File: src/rtl/glyph_fetch_sched_if.sv
// Glyph ROM read port: the scheduler issues code/row reads, the ROM returns rows.
interface glyph_fetch_sched_if #(
  parameter int unsigned GLYPH_W = 20
) ();
  logic               rom_req;
  logic [3:0]         rom_code;
  logic [4:0]         rom_row;
  logic [GLYPH_W-1:0] rom_data;

  modport master (output rom_req, rom_code, rom_row, input rom_data);
  modport slave  (input rom_req, rom_code, rom_row, output rom_data);
endinterface

File: src/rtl/glyph_fetch_sched.sv
// Shares one glyph ROM across all character slots: fetches the next scanline's
// glyph rows during horizontal blanking and commits them atomically at end of line.
module glyph_fetch_sched #(
  parameter int unsigned NUM_SLOTS = 7,
  parameter int unsigned GLYPH_W   = 20,
  parameter int unsigned GLYPH_H   = 32,
  parameter int unsigned ROM_LAT   = 1,
  parameter int unsigned V_TOP     = 250,
  parameter int unsigned START_H   = 786,
  parameter int unsigned H_TOTAL   = 800,
  parameter int unsigned V_TOTAL   = 522
) (
  input  logic                         clk_25MHz,
  input  logic                         rst,
  input  logic [9:0]                   hcount,
  input  logic [9:0]                   vcount,
  input  logic [4*NUM_SLOTS-1:0]       slot_code,
  glyph_fetch_sched_if.master          rom,
  output logic [GLYPH_W*NUM_SLOTS-1:0] glyph_rows,
  output logic                         row_valid,
  output logic                         busy,
  output logic                         overrun
);

  localparam int unsigned   IDX_W     = (NUM_SLOTS > 1) ? $clog2(NUM_SLOTS) : 1;
  localparam logic [IDX_W-1:0] LAST_IDX = IDX_W'(NUM_SLOTS - 1);
  localparam logic [9:0]    START_HC  = 10'(START_H);
  localparam logic [9:0]    COMMIT_HC = 10'(H_TOTAL - 1);
  localparam logic [9:0]    LAST_VC   = 10'(V_TOTAL - 1);
  localparam logic [9:0]    BAND_LO   = 10'(V_TOP);
  localparam logic [9:0]    BAND_HI   = 10'(V_TOP + GLYPH_H);

  typedef enum logic [1:0] {S_IDLE, S_ISSUE, S_DRAIN, S_DONE} state_e;

  state_e             state_q, state_d;
  logic [9:0]         next_v_c;
  logic               in_band_c;
  logic [4:0]         row_c;
  logic               start_c, commit_c, pending_c;
  logic               rom_req_q, rom_req_d;
  logic [3:0]         rom_code_q, rom_code_d;
  logic [4:0]         rom_row_q, rom_row_d;
  logic [IDX_W-1:0]   issue_idx_q, issue_idx_d, next_idx_c;
  logic [3:0]         snap_q   [NUM_SLOTS];
  logic [GLYPH_W-1:0] shadow_q [NUM_SLOTS];
  logic               band_q;
  logic [ROM_LAT-1:0] tag_v_q;
  logic [IDX_W-1:0]   tag_idx_q [ROM_LAT];

  assign rom.rom_req  = rom_req_q;
  assign rom.rom_code = rom_code_q;
  assign rom.rom_row  = rom_row_q;

  // Line being prepared is the one after vcount, wrapping at frame end.
  always_comb begin
    next_v_c  = (vcount == LAST_VC) ? 10'd0 : vcount + 10'd1;
    in_band_c = (next_v_c >= BAND_LO) && (next_v_c < BAND_HI);
    row_c     = 5'(next_v_c - BAND_LO);
  end

  // Any tag still travelling that is not the one emerging this cycle.
  always_comb begin
    pending_c = 1'b0;
    for (int k = 0; k < int'(ROM_LAT) - 1; k++) pending_c = pending_c | tag_v_q[k];
  end

  always_ff @(posedge clk_25MHz) begin
    if (rst) state_q <= S_IDLE;
    else     state_q <= state_d;
  end

  always_comb begin
    state_d     = state_q;
    rom_req_d   = 1'b0;
    rom_code_d  = rom_code_q;
    rom_row_d   = rom_row_q;
    issue_idx_d = issue_idx_q;
    next_idx_c  = issue_idx_q + IDX_W'(1);
    start_c     = 1'b0;
    commit_c    = 1'b0;
    case (state_q)
      S_IDLE: begin
        if (hcount == START_HC) begin
          start_c = 1'b1;
          if (in_band_c) begin
            state_d     = S_ISSUE;
            rom_req_d   = 1'b1;
            rom_code_d  = slot_code[3:0];
            rom_row_d   = row_c;
            issue_idx_d = '0;
          end else begin
            state_d = S_DONE;
          end
        end
      end
      S_ISSUE: begin
        if (issue_idx_q == LAST_IDX) begin
          state_d = S_DRAIN;
        end else begin
          rom_req_d   = 1'b1;
          rom_code_d  = snap_q[next_idx_c];
          issue_idx_d = next_idx_c;
        end
      end
      S_DRAIN: if (!pending_c) state_d = S_DONE;
      default: ;
    endcase
    // End of line always returns to IDLE, whatever was in flight.
    if (hcount == COMMIT_HC) begin
      commit_c  = 1'b1;
      state_d   = S_IDLE;
      rom_req_d = 1'b0;
    end
  end

  always_ff @(posedge clk_25MHz) begin
    if (rst) begin
      rom_req_q   <= 1'b0;
      rom_code_q  <= '0;
      rom_row_q   <= '0;
      issue_idx_q <= '0;
      busy        <= 1'b0;
      overrun     <= 1'b0;
      row_valid   <= 1'b0;
      glyph_rows  <= '0;
      band_q      <= 1'b0;
      tag_v_q     <= '0;
      for (int k = 0; k < int'(ROM_LAT); k++) tag_idx_q[k] <= '0;
      for (int i = 0; i < int'(NUM_SLOTS); i++) begin
        snap_q[i]   <= '0;
        shadow_q[i] <= '0;
      end
    end else begin
      rom_req_q   <= rom_req_d;
      rom_code_q  <= rom_code_d;
      rom_row_q   <= rom_row_d;
      issue_idx_q <= issue_idx_d;
      busy        <= (state_d == S_ISSUE) || (state_d == S_DRAIN);

      tag_v_q[0]   <= rom_req_q && !commit_c;
      tag_idx_q[0] <= issue_idx_q;
      for (int k = 1; k < int'(ROM_LAT); k++) begin
        tag_v_q[k]   <= tag_v_q[k-1] && !commit_c;
        tag_idx_q[k] <= tag_idx_q[k-1];
      end

      if (start_c) begin
        band_q <= in_band_c;
        for (int i = 0; i < int'(NUM_SLOTS); i++) begin
          snap_q[i]   <= slot_code[4*i +: 4];
          shadow_q[i] <= '0;
        end
      end else if (tag_v_q[ROM_LAT-1] && !commit_c) begin
        shadow_q[tag_idx_q[ROM_LAT-1]] <= rom.rom_data;
      end

      if (commit_c) begin
        case (state_q)
          S_DONE: begin
            for (int i = 0; i < int'(NUM_SLOTS); i++)
              glyph_rows[i*GLYPH_W +: GLYPH_W] <= shadow_q[i];
            row_valid <= band_q;
          end
          S_ISSUE, S_DRAIN: begin
            row_valid <= 1'b0;
            overrun   <= 1'b1;
          end
          default: row_valid <= 1'b0;
        endcase
      end
    end
  end

endmodule

File: src/flat_wrapper.sv
// flat-port wrapper written by rule: the top's interface ports become plain ports
module glyph_fetch_sched_flat 
#(
  parameter int unsigned NUM_SLOTS = 7,
  parameter int unsigned GLYPH_W   = 20,
  parameter int unsigned GLYPH_H   = 32,
  parameter int unsigned ROM_LAT   = 1,
  parameter int unsigned V_TOP     = 250,
  parameter int unsigned START_H   = 786,
  parameter int unsigned H_TOTAL   = 800,
  parameter int unsigned V_TOTAL   = 522
)
  (clk_25MHz, rst, hcount, vcount, slot_code, glyph_rows, row_valid, busy, overrun, rom_rom_req, rom_rom_code, rom_rom_row, rom_rom_data);
  glyph_fetch_sched_if #(.GLYPH_W(GLYPH_W)) rom_i ();
  input  logic clk_25MHz;
  input  logic rst;
  input  logic [9:0] hcount;
  input  logic [9:0] vcount;
  input  logic [4*NUM_SLOTS-1:0] slot_code;
  output logic [GLYPH_W*NUM_SLOTS-1:0] glyph_rows;
  output logic row_valid;
  output logic busy;
  output logic overrun;
  output wire logic [$bits(rom_i.rom_req)-1:0] rom_rom_req;
  output wire logic [$bits(rom_i.rom_code)-1:0] rom_rom_code;
  output wire logic [$bits(rom_i.rom_row)-1:0] rom_rom_row;
  input wire logic [$bits(rom_i.rom_data)-1:0] rom_rom_data;
  assign rom_rom_req = rom_i.rom_req;
  assign rom_rom_code = rom_i.rom_code;
  assign rom_rom_row = rom_i.rom_row;
  assign rom_i.rom_data = rom_rom_data;
  glyph_fetch_sched #(.NUM_SLOTS(NUM_SLOTS), .GLYPH_W(GLYPH_W), .GLYPH_H(GLYPH_H), .ROM_LAT(ROM_LAT), .V_TOP(V_TOP), .START_H(START_H), .H_TOTAL(H_TOTAL), .V_TOTAL(V_TOTAL)) u_core (.clk_25MHz(clk_25MHz), .rst(rst), .hcount(hcount), .vcount(vcount), .slot_code(slot_code), .rom(rom_i), .glyph_rows(glyph_rows), .row_valid(row_valid), .busy(busy), .overrun(overrun));
endmodule
File: config.mk
export PLATFORM = sky130hd
export DESIGN_NAME = glyph_fetch_sched_flat
export DESIGN_NICKNAME = d
export VERILOG_FILES = /design/src/rtl/glyph_fetch_sched_if.sv /design/src/rtl/glyph_fetch_sched.sv /design/src/flat_wrapper.sv
export SDC_FILE = /design/constraint.sdc
export NUM_CORES = 1
export LEC_CHECK = 0
export CAP_MARGIN = 20
export CORE_ASPECT_RATIO = 0.5
export CORE_MARGIN = 5
export CORE_UTILIZATION = 48
export DETAILED_ROUTE_END_ITERATION = 12
export PLACE_DENSITY = 0.75
export SLEW_MARGIN = 0
export SYNTH_ARGS = -nofsm -noshare
export SYNTH_HDL_FRONTEND = slang
export SYNTH_SLANG_ARGS = --single-unit
File: constraint.sdc
create_clock -name clk_25MHz -period 3.8 [get_ports clk_25MHz]
set_input_delay 0.57 -clock clk_25MHz [delete_from_list [all_inputs] [get_ports clk_25MHz]]
set_output_delay 0.57 -clock clk_25MHz [all_outputs]
set_load 0.05 [all_outputs]
**After elaboration in Yosys (flattened, before gate mapping)**

Memories as Yosys holds them, arrays and structs flattened. A register that Yosys moved wholly into a read port is not among the register bits.
Index checks and enable logic that the tools add are counted.

- Memories: 3
- Bits of input ports: 70
- Logic and storage cells: 110
- Bits in read-only memories: 0
- Flip-flop bits (word level): 20
- Memory bits (writable): 171
- Latch bits: 0

- $lt $le $gt $ge: 2
- Shift-type cells: 0
- Reductions and logical operators: 15
- Muxes and demuxes: 51
- Multiply operators: 0
- Div/mod/pow operators: 0
- Eq/ne operators: 12
- Bitwise operators: 14
- $add $sub $neg: 3

Memories:

| name | depth | width | rd ports | clocked after Yosys merged registers in | wr ports | line | text |
|---|---|---|---|---|---|---|---|
| u_core.shadow_q | 7 | 20 | 7 | 7 | 7 | glyph_fetch_sched.sv:45 | `logic [GLYPH_W-1:0] shadow_q [NUM_SLOTS];` |
| u_core.snap_q | 7 | 4 | 1 | 0 | 7 | glyph_fetch_sched.sv:44 | `logic [3:0] snap_q [NUM_SLOTS];` |
| u_core.tag_idx_q | 1 | 3 | 1 | 0 | 1 | glyph_fetch_sched.sv:48 | `logic [IDX_W-1:0] tag_idx_q [ROM_LAT];` |

Operators by type and width:

| cell | count |
|---|---|
| $mux 20 | 8 |
| $mux 4 | 10 |
| $eq 10x10->1 const B | 3 |
| $reduce_or 20->1 | 1 |
| $mux 1 | 19 |
| $mux 3 | 5 |
| $or 1x1->1 | 14 |
| $add 10x1->10 const B | 1 |
| $ge 10x8->1 const B | 1 |
| $lt 10x9->1 const B | 1 |
| $mux 10 | 1 |
| $mux 2 | 4 |
| $pmux 4 s2 | 1 |
| $eq 2x2->1 const B | 3 |
| $pmux 2 s3 | 1 |
| $pmux 3 s2 | 1 |
| $sub 5x5->5 const B | 1 |
| $eq 2x1->1 const B | 2 |
| $ne 2x1->1 const B | 2 |
| $reduce_and 2->1 | 2 |
| $reduce_and 4->1 | 1 |
| $reduce_or 2->1 | 2 |
| $add 3x1->3 const B | 1 |
| $eq 3x3->1 const B | 1 |
| other kinds (9) | 11 |

**Longest topological paths before layout**

Gate-level depths: netlist (run 1).

- Depth after elaboration: 10
- Mapped depth: 15

**Least setup slack after synthesis (run 1)**

Ideal clock, no wire load.

- Path type: flip-flop to flip-flop
- Start: reg u_core.state_q[1]
- End: mem u_core.shadow_q[0][0] (enable)
- Cell stages (with the launch flop): 10
- Data arrival time: 3,030 ps
- Setup slack: 391 ps
- Cell sequence: dfxtp_1 > inv_1 > ha_1 > inv_1 > nor2_1 > nor2_1 > inv_1 > nor4b_1 > nor3b_1 > nand2b_1

RTL lines:

| what | line | text |
|---|---|---|
| start: declaration | glyph_fetch_sched.sv:35 | `state_e state_q, state_d;` |
| start signal: assignment | glyph_fetch_sched.sv:69 | `else state_q <= state_d;` |
| end: declaration | glyph_fetch_sched.sv:45 |  |

**Worst setup path after layout (run 1)**

- Start: in vcount[0]
- End: reg u_core.issue_idx_q[1]

- Word-level cells in the longest chain between the ends: 6

Ends and longest elaborated chain:

| what | line | text |
|---|---|---|
| start: declaration | flat_wrapper.sv:18 | `input logic [9:0] vcount;` |
| $add 10x1->10 / $eq 10x10->1 (equally long branches) | glyph_fetch_sched.sv:56 | `next_v_c = (vcount == LAST_VC) ? 10'd0 : vcount + 10'd1;` |
| $mux 10 * | glyph_fetch_sched.sv:56 |  |
| $ge 10x8->1 / $lt 10x9->1 (equally long branches) | glyph_fetch_sched.sv:57 | `in_band_c = (next_v_c >= BAND_LO) && (next_v_c < BAND_HI);` |
| $logic_and 1x1->1 * | glyph_fetch_sched.sv:57 |  |
| $ne 2x1->1 (no line) * | -- |  |
| $reduce_and 4->1 (no line) * | -- |  |
| end signal: assignment | glyph_fetch_sched.sv:137 | `issue_idx_q <= issue_idx_d;` |
| end: declaration | glyph_fetch_sched.sv:43 | `logic [IDX_W-1:0] issue_idx_q, issue_idx_d, next_idx_c;` |

Mark *: on every way between the ends. The rest lies on a longest branch, timed or not.
A chain may end at the register's enable or synchronous reset.

==> metrics.cfg, run 1 <==
[sta]
fmax_ghz=0.312
slew_headroom_pct=34.9
worstMarginPinSlew_ns=0.977
fin_crit_ns=3.21
setup_viol=0
finClkSkew_ns=0.0144
fin_hold_ws_ns=0.455
rsz0062_at_grt=no
drv_slew=0
finalHoldViolCount=0
fin_crit_sh_pct=84.5
tns_ns=0

[critical_path]
arrival_ns=3.69
r2r-end=u_core.rom.rom_code[3]
rrSetupSlack_ns=0.85
crit_fanout=8
worst_setup_path_start_kind=input pin
r2r-start=u_core.issue_idx_q[0]
cp-end-kind=register
worstPathRequired_ns=4.28
rr_worst_depth=8
critPathTopFamily=simple AND/OR/NAND/NOR gates
cpPeakStageDelay_ns=0.54
cp.buffers_inverters=1
path_class=in2reg
slowest_stage=clkdlybuf4s50_1
crit_chain=clkdlybuf4s50_1 > ha_1 > xnor2_1 > or2_2 > ha_1 > nand2_1 > a311oi_1 > nand2_1 > nor4b_2 > o21ai_2 > or4_1 > o211ai_1

[floorplan]
chipHeight_um=125
core-area_um2=26300
dieWidth_um=241
start_util_pct=48.5
rows=42
die_area_um2=30100
ioPinCount=223

[synth]
synth_seq_cells=331
avgSynthCellArea_um2=10.8
synth_xor_area_share_pct=0.618
synth_top_family_by_area=simple AND/OR/NAND/NOR gates
synthMuxAreaShare_pct=1.42
synth_cells=1186
async_reset_ff_share_pct=0
synth-warning-count=0
ys_seq_area_share_pct=65.1
synthSimpleGateAreaFrac_pct=21.1
yosys.area_share.adder_pct=1.08
synth_cell_types=56
netlist_area_um2=12800
syn_nets=1267
synth_ff_type=edfxtp_1
synth_edf_count=168
synth_compound_area_share_pct=8.08

[placed_design]
port_buffers=222
placed_cells=1717
gp_congestion=0.854
dp_hpwl_um=21400

[cts]
clock_sinks=331
numCtsBuffers=30
postCtsHoldBufs=0
cts_tree=done
cts.path.max_buffers=3
cts_setup_buffers=0
cts.clk_slew.worst_paths_ns=0.07
clock-root-buffer=clkbuf_16
cts_resized=0
insertion_delay_ns=0.57
cts-htree-levels=1

[global_routing]
grt_pass1_wl_um=49900
antenna_found_initial=1
grt_max_degree=141
overflow=0
grt_usage_pct=20.9
grt_pass1_vias=9095

[finish]
layout_common_cells=nand2_1 (292), clkdlybuf4s50_1 (221), edfxtp_1 (168)
nFillCells=2076
seqCellArea_um2=8310
final_cells=1774
nNetsFinal=1478
multi_input_area_um2=4140
area.growth.synth_to_final_pct=28.1
postLayoutCoreUtil_pct=62.1
drive_gt1_share_pct=6.76
layout_commonest_cell=nand2_1

[routing]
drt_iter0_markers=790
vias=9297
vias_per_cell=5.24
wl_um=32500
drc=0
wl_per_cell_um=18.3
dr.pass1.iters=7
drtAntennaViolNets=0

[pwr]
ir_worst_vdd_mv=0.311
power_density_nw_per_um2=433
design_power_total_mw=7.07
p_leak_nw=5.71

[job]
max_cap_viol_count=0

[outcome]
status=finished, final reports clean

[min_path]
hold_path_end=glyph_rows[23]
hp-start=glyph_rows[23]
hp-class=reg2reg
hold_depth=2

## kinds of logic (layout without fill, tap and decap cells)
| family | count (synthesis) | in the layout |
|---|---|---|
| compound gates | 188 | 188 |
| mux | 13 | 13 |
| fa+ha+maj | 11 | 11 |
| xor+xnor | 9 | 9 |
| simple gates | 551 | 551 |
| buf+inv | 83 | 318 |
| flops | 331 | 331 |
| other cells | 0 | 1 |
## worst register-to-register path, delay by kind of cell, from the launching register on
family / cells / cell delay [ns]
AOI/OAI and AO/OA: 5 / 0.89
DFF: 1 / 0.77
adders and majority gates: 1 / 0.65
muxes: 1 / 0.39
buffers and inverters: 1 / 0.14
## Yosys cell counts (4+ instances only)
master	instances	area (µm²)
a211oi_1	4	30.0
a21oi_1	157	786
a22oi_1	4	30.0
and2_1	166	1040
buf_2	12	60.1
clkbuf_1	56	210
dfxtp_1	163	3260
edfxtp_1	168	5040
ha_1	11	138
inv_1	13	48.8
mux2i_1	8	80.1
mux4_2	4	90.1
nand2_1	293	1100
nand2b_1	9	56.3
nand3_1	14	70.1
nor2_1	26	97.6
nor2b_1	6	37.5
nor3_1	7	35.0
o21ai_0	6	30.0
or4_1	4	30.0
xnor2_1	7	61.3
## stage by stage
step	setup WS (ns)	instance area [µm²]
global route	0.442	16300
finish	0.590	16400
CTS	0.633	16300
global placement	0.211	15400
floorplan	0.391	12800
detailed placement	0.0508	15400
## registers in the layout, summed over array words and instances (netlist names), 2 cells and up
register / flops
u_core.rom.rom_row: 5
u_core.snap_q: 28
u_core.issue_idx_q: 3
u_core.shadow_q: 140
u_core.rom.rom_code: 4
glyph_rows: 140
u_core.tag_idx_q: 3
u_core.state_q: 2
## worst max path at each step
stage / startpoint / end / slack, ns / cells after the start
after CTS: vcount[0] / u_core.issue_idx_q[1] / 0.63 / 12
after global placement: vcount[5] / u_core.issue_idx_q[1] / 0.21 / 12
after global routing: vcount[1] / u_core.issue_idx_q[1] / 0.44 / 15
final: vcount[0] / u_core.issue_idx_q[1] / 0.59 / 12
after detailed placement: vcount[0] / u_core.issue_idx_q[1] / 0.05 / 12
after floorplan: u_core.state_q[1] / u_core.shadow_q[0][0] / 0.39 / 9
## where the power goes
part | switching, mW | total (mW) | internal (mW) | leakage, nW
clock network | 1.32 | 2.94 | 1.62 | 0.468
registers | 0.0222 | 3.83 | 3.81 | 3.05
logic | 0.192 | 0.304 | 0.112 | 2.19
## metal layers
| metal | GRT usage [%] | share of wire [%] | vias up |
|---|---|---|---|
| li1 | - | - | 4419 |
| met1 | 26.9 | 40 | 4538 |
| met2 | 37.4 | 52 | 286 |
| met3 | 3.28 | 5.9 | 54 |
| met4 | 5.00 | 2.2 | 0 |
| met5 | 0 | 0 | - |
## area by class of cell
cell class	instances	area share [%]
Timing Repair Buffer	249	15.0
Inverter	13	0.298
Tap cell	352	2.69
Antenna cell	1	0.0153
Multi-Input combinational cell	772	25.3
Clock buffer	46	5.45
Clock inverter	10	0.451
Sequential cell	331	50.8
(Power assumes the default switching activity.)
==> inputs of run 2 (changes only) <==
- clock period: 3.8 -> 3.14 ns (I/O delays scaled with it)
==> metrics.cfg, run 2 (same netlist as run 1, synthesis figures left out) <==
[critical_path]
arrival_ns=3.35  ; -0.34 ns
slowest_stage=or4_1
crit_chain=clkdlybuf4s50_1 > or3_4 > nor4_4 > or2_2 > ha_1 > nand2_1 > a311oi_1 > nand2_1 > nor4b_2 > o21ai_2 > or4_1 > o211ai_1
worst_setup_path_start_kind=input pin
rr_worst_depth=10  ; +2
critPathMostFrequentCell=nand2_1
cpPeakStageDelay_ns=0.48  ; -0.06 ns
cp-end-kind=register
crit_fanout=6  ; -2
path_class=in2reg
worstPathRequired_ns=3.60  ; -0.68 ns

[outcome]
status=finished, final reports clean

[job]
max_cap_viol_count=0  ; unchanged

[routing]
wl_per_cell_um=18.1  ; -1.1%
wl_um=32500  ; about the same
vias_per_cell=5.22  ; -0.44%
vias=9371  ; +0.80%
wl_met2_um=16200  ; -3.1%
top_layer_used=met4
drt-met1-wl_um=13000  ; -0.84%
wl_met3_um=2390  ; +25%
dr.pass1.iters=5  ; -2
drtAntennaViolNets=0  ; unchanged
drt_iter0_markers=870  ; +10%
drc=0  ; unchanged

[cts]
insertion_delay_ns=0.57  ; about the same
cts.path.max_buffers=3  ; unchanged
clock_sinks=331  ; unchanged
cts.clk_slew.worst_paths_ns=0.06  ; about the same
postCtsHoldBufs=0  ; unchanged
cts-htree-levels=1  ; unchanged
clock-root-buffer=clkbuf_16
cts_tree=done
numCtsBuffers=29  ; -3.3%

[placed_design]
dp_hpwl_um=21500  ; +0.73%
port_buffers=222  ; unchanged
placed_cells=1740  ; +1.3%
place_area_um2=15700  ; +1.9%
gp_congestion=0.845  ; -1.0%
pre_cts_ws_ns=-0.291  ; -0.342 ns

[sta]
finalHoldViolCount=0  ; unchanged
finClkSkew_ns=0.0278  ; +0.0134 ns
worstMarginPinSlew_ns=0.989  ; +0.0123 ns
fin_crit_ns=2.89
tns_ns=0  ; unchanged
fmax_ghz=0.346
setup_viol=0  ; unchanged
slew_headroom_pct=34.0  ; -0.82 points
rsz0062_at_grt=no
layout_setup_ws_ns=0.254  ; -0.336 ns
drv_slew=0  ; unchanged
fin_crit_sh_pct=91.9

[min_path]
hold_depth=4  ; +2
hp-class=in2reg

[finish]
antenna-diode-count=0  ; -1
layout_common_cells=nand2_1 (292), clkdlybuf4s50_1 (221), edfxtp_1 (168)
fin_area_um2=16600  ; +1.5%
nNetsFinal=1502  ; +1.6%
area.growth.synth_to_final_pct=30.0
layout_commonest_cell=nand2_1
reg_top3=glyph_rows x140, u_core.shadow_q x140, u_core.snap_q x28
final_cells=1796  ; +1.2%
drive_gt1_share_pct=8.59  ; +1.8 points

[floorplan]
dieWidth_um=241  ; unchanged
rows=42  ; unchanged
chipHeight_um=125  ; unchanged
ioPinCount=223  ; unchanged
core-area_um2=26300  ; unchanged
start_util_pct=48.5  ; unchanged
die_area_um2=30100  ; unchanged

[global_routing]
antenna_found_initial=5  ; +4
grt_pass1_vias=9054  ; -0.45%
grt_usage_pct=21.0  ; +0.076 points
grt_max_degree=141  ; unchanged
grt_pass1_wl_um=50300  ; +0.73%
overflow=0  ; unchanged

[pwr]
ir_worst_vdd_mv=0.402  ; +29%
p_leak_nw=5.84  ; +2.3%
power_density_nw_per_um2=507  ; +17%

==> run 2: cell types whose count changed in the layout (fill, tap and decap cells not counted), sizes merged <==
cell / before / now
clkinvlp: 3 / 1
clkbuf: 46 / 43
diode: 1 / 0
buf: 28 / 52
nand2b: 9 / 10
clkinv: 6 / 10
inv: 14 / 13
==> run 2: path summary, 6_finish.rpt <==
kind	to	start	slack, ns
worst max-delay path	u_core.issue_idx_q[1]	vcount[5]	0.25
worst min-delay path	u_core.state_q[1]	rst	0.42
worst max register to register	u_core.shadow_q[0][2]	u_core.state_q[1]	0.45
worst min register to register	glyph_rows[108]	glyph_rows[108]	0.46
==> run 2: what timing repair did <==
item	in CTS	in global routing
gates resized for setup	0	1
buffers inserted	0	1
setup endpoints to repair	0	20
==> run 2: where the power goes <==
group	switching (mW)	leakage [nW]	internal [mW]	total (mW)
combinational	0.245	2.34	0.162	0.407
sequential	0.0269	3.05	4.61	4.63
clock	1.55	0.446	1.82	3.37
total	1.82	5.84	6.59	8.41
==> run 2: area by class of cell <==
class / count / area [µm²]
Multi-Input combinational cell: 773 / 4180
Inverter: 13 / 52.6
Clock buffer: 43 / 820
Tap cell: 352 / 440
Fill cell: 2060 / 9740
Timing Repair Buffer: 273 / 2720
Sequential cell: 331 / 8310
Clock inverter: 11 / 73.8
==> run 2: critical path: cells and delay by family <==
family / cells / cell delay [ns]
AOI/OAI and AO/OA: 3 / 0.52
adders and majority gates: 1 / 0.14
buffers and inverters: 1 / 0.43
and+or+nand+nor: 7 / 1.79
==> run 2: routing by layer <==
metal,vias up,track usage (%)
met3,63,4.31
met1,4535,27.5
li1,4465,-
met2,308,35.8
met5,-,0
met4,0,5.77
==> run 2: through the flow <==
step	hold WS, ns	power [mW]	util [%]
floorplan	0.448	4.88	-
global placement	0.443	5.12	59.5
detailed placement	0.448	5.13	59.5
CTS	0.386	8.48	62.9
global route	0.411	8.70	63.0
finish	0.421	8.41	63.0
==> variant: new RTL, config.mk and constraints of run 1 <==
`GLYPH_W` is set to 20 in 3 places; all go to 10.
--- a/src/rtl/glyph_fetch_sched_if.sv
+++ b/src/rtl/glyph_fetch_sched_if.sv
@@ -1,6 +1,6 @@
 // Glyph ROM read port: the scheduler issues code/row reads, the ROM returns rows.
 interface glyph_fetch_sched_if #(
-  parameter int unsigned GLYPH_W = 20
+  parameter int unsigned GLYPH_W = 10
 ) ();
   logic               rom_req;
   logic [3:0]         rom_code;
--- a/src/rtl/glyph_fetch_sched.sv
+++ b/src/rtl/glyph_fetch_sched.sv
@@ -2,7 +2,7 @@
 // glyph rows during horizontal blanking and commits them atomically at end of line.
 module glyph_fetch_sched #(
   parameter int unsigned NUM_SLOTS = 7,
-  parameter int unsigned GLYPH_W   = 20,
+  parameter int unsigned GLYPH_W   = 10,
   parameter int unsigned GLYPH_H   = 32,
   parameter int unsigned ROM_LAT   = 1,
   parameter int unsigned V_TOP     = 250,
--- a/src/flat_wrapper.sv
+++ b/src/flat_wrapper.sv
@@ -2,7 +2,7 @@
 module glyph_fetch_sched_flat 
 #(
   parameter int unsigned NUM_SLOTS = 7,
-  parameter int unsigned GLYPH_W   = 20,
+  parameter int unsigned GLYPH_W   = 10,
   parameter int unsigned GLYPH_H   = 32,
   parameter int unsigned ROM_LAT   = 1,
   parameter int unsigned V_TOP     = 250,
Ports: changed (resized glyph_rows and rom_rom_data); port bits go from 223 to 143. No check against the original RTL was run, so the function may have changed too.
==> variant against run 1 <==
  * Fmax shrank 1.0%
  * Global-route usage shrank 1.8 points
  * Setup slack lost 0.033 ns
  * Total power shrank 40%
  * Via count shrank 38%
  * Routed wire length shrank 45%
  * Sequential power shrank 42%
  * Area after synthesis shrank 38%
  * Critical path depth grew 2
  * Design area shrank 38%
  * Hold slack gained 0.00075 ns
  * Largest cell class unchanged
  * Highest routed layer is now met5
  * Sequential cell count shrank 140
==> variant: results (changes against run 1) <==
* Synth top area cells: edfxtp_1, dfxtp_1, nand2_1 (unchanged)
* Synthesized Nets at 828 (was 1267)
* Post-synthesis sequential area ratio at 60.9% (was 65.1%)
* Outcome: complete, no violations (unchanged)
* Arrival @ worst endpoint at 3.58 ns (was 3.69 ns)
* Sw frac at 24.4% (was 21.7%)
* Synth cell types at 54 (was 56)
* Port Buffers at 142 (was 222)
* Crit-path max FO at 7 (was 8)
* Worst-Margin Slew at 0.964 ns (was 0.977 ns)
* Largest regs: glyph_rows: 70 flops, u_core.shadow_q: 70 flops, u_core.snap_q: 28 flops (was glyph_rows: 140 flops, u_core.shadow_q: 140 flops, u_core.snap_q: 28 flops)
* Setup Skew at 0.0136 ns (was 0.0144 ns)
* Gr usage total at 19.1% (was 20.9%)
* Leak at 3.52 nW (was 5.71 nW)
* Hold Path Sink: glyph_rows[35]$_SDFFE_PP0P_ (was glyph_rows[23]$_SDFFE_PP0P_)
* Reg2reg setup slack at 0.82 ns (was 0.85 ns)
* Reg2reg end: u_core.shadow_q[4][6]$_SDFFCE_PN0P_ (was u_core.rom.rom_code[3]$_SDFFE_PP0P_)
* Placer Congestion at 0.868 (was 0.854)
* Slowest stage delay, CP at 0.47 ns (was 0.54 ns)
* Layout cells sized above 1 at 6.98% (was 6.76%)
* Vias after detailed routing at 5733 (was 9297)
* Number of synthesized flops with an enable pin at 98 (was 168)
* Hold_sp: glyph_rows[35]$_SDFFE_PP0P_ (was glyph_rows[23]$_SDFFE_PP0P_)
* Routed WL at 17800 um (was 32500 um)
* Worst-skew pair later-pin latency at 0.42 ns (was 0.57 ns)
* Htree depth at 4 (was 1)
* Vias in the first global route at 5625 (was 9095)
* CTS Buf Count at 17 (was 30)
[variant: how the worst max path moves through the flow]
stage | start | endpoint | slack, ns | depth (start not counted)
after floorplan | vcount[5] | u_core.rom.rom_row[0]$_SDFFE_PP0P_ | 0.94 | 12
after CTS | vcount[5] | u_core.rom.rom_code[0]$_SDFFE_PP0P_ | 0.56 | 14
final | vcount[6] | u_core.rom.rom_code[0]$_SDFFE_PP0P_ | 0.56 | 14
after global routing | vcount[5] | u_core.rom.rom_code[0]$_SDFFE_PP0P_ | 0.13 | 14
after global placement | vcount[5] | u_core.rom.rom_code[2]$_SDFFE_PP0P_ | 0.29 | 14
after detailed placement | vcount[5] | u_core.rom.rom_code[2]$_SDFFE_PP0P_ | 0.18 | 14
[variant: worst reg2reg max path, stage by stage, from the launching register on]
cell and delay [ns]:
dfxtp_1 0.42, inv_1 0.11, ha_1 0.37, nand2_1 0.12
a21oi_1 0.07, nor2_1 0.12, nand2_1 0.12, nor3b_1 0.81
nand2b_1 0.49
[variant: cells by family (layout without fill, tap and decap cells)]
group / count (synthesis) / in the layout / share of synthesized area [%]
xor gates and xnor gates: 8 / 8 / 0.888
muxes: 10 / 10 / 1.90
adders and majority gates: 11 / 11 / 1.74
DFF: 191 / 191 / 60.9
buffers and inverters: 51 / 197 / 2.82
AOI/OAI and AO/OA: 132 / 132 / 9.55
and+or+nand+nor: 354 / 354 / 22.2
[variant: power groups by stage]
stage | registers (mW) | clock network [mW] | logic [mW]
after floorplan | 2.28 | 0 | 0.114
after global placement | 2.26 | 0 | 0.250
after detailed placement | 2.26 | 0 | 0.253
after CTS | 2.22 | 1.79 | 0.255
after global routing | 2.22 | 1.89 | 0.275
final | 2.22 | 1.76 | 0.253
[variant: through the flow]
stage | util, % | setup WS, ns | std cells | instance area (um^2) | hold slack [ns]
6_report | 62.2 | 0.557 | 1130 | 10100 | 0.455
5_1_grt | 62.2 | 0.135 | 1130 | 10100 | 0.476
4_1_cts | 62.2 | 0.565 | 1130 | 10100 | 0.459
3_5_place_dp | 58.5 | 0.178 | 1098 | 9520 | 0.448
3_3_place_gp | 58.5 | 0.287 | 1098 | 9520 | 0.444
2_1_floorplan | - | 0.942 | 757 | 7890 | 0.444
[variant: layout make-up]
cell class                      count  area, um^2
Fill cell                        1358        6150
Sequential cell                   191        4800
Multi-Input combinational cell    515        2870
Timing Repair Buffer              155        1530
Clock buffer                       18         429
Tap cell                          227         284
Clock inverter                     14         168
Inverter                           10        37.5
[variant: layer usage]
metal  global-route usage (%)  vias to the layer above  share of wire, %
li1                         -                     2857                 -
met1                     25.8                     2725                45
met2                     32.0                      128                50
met3                     3.36                       21               4.1
met4                     5.35                        2               1.1
met5                        0                        -             0.039
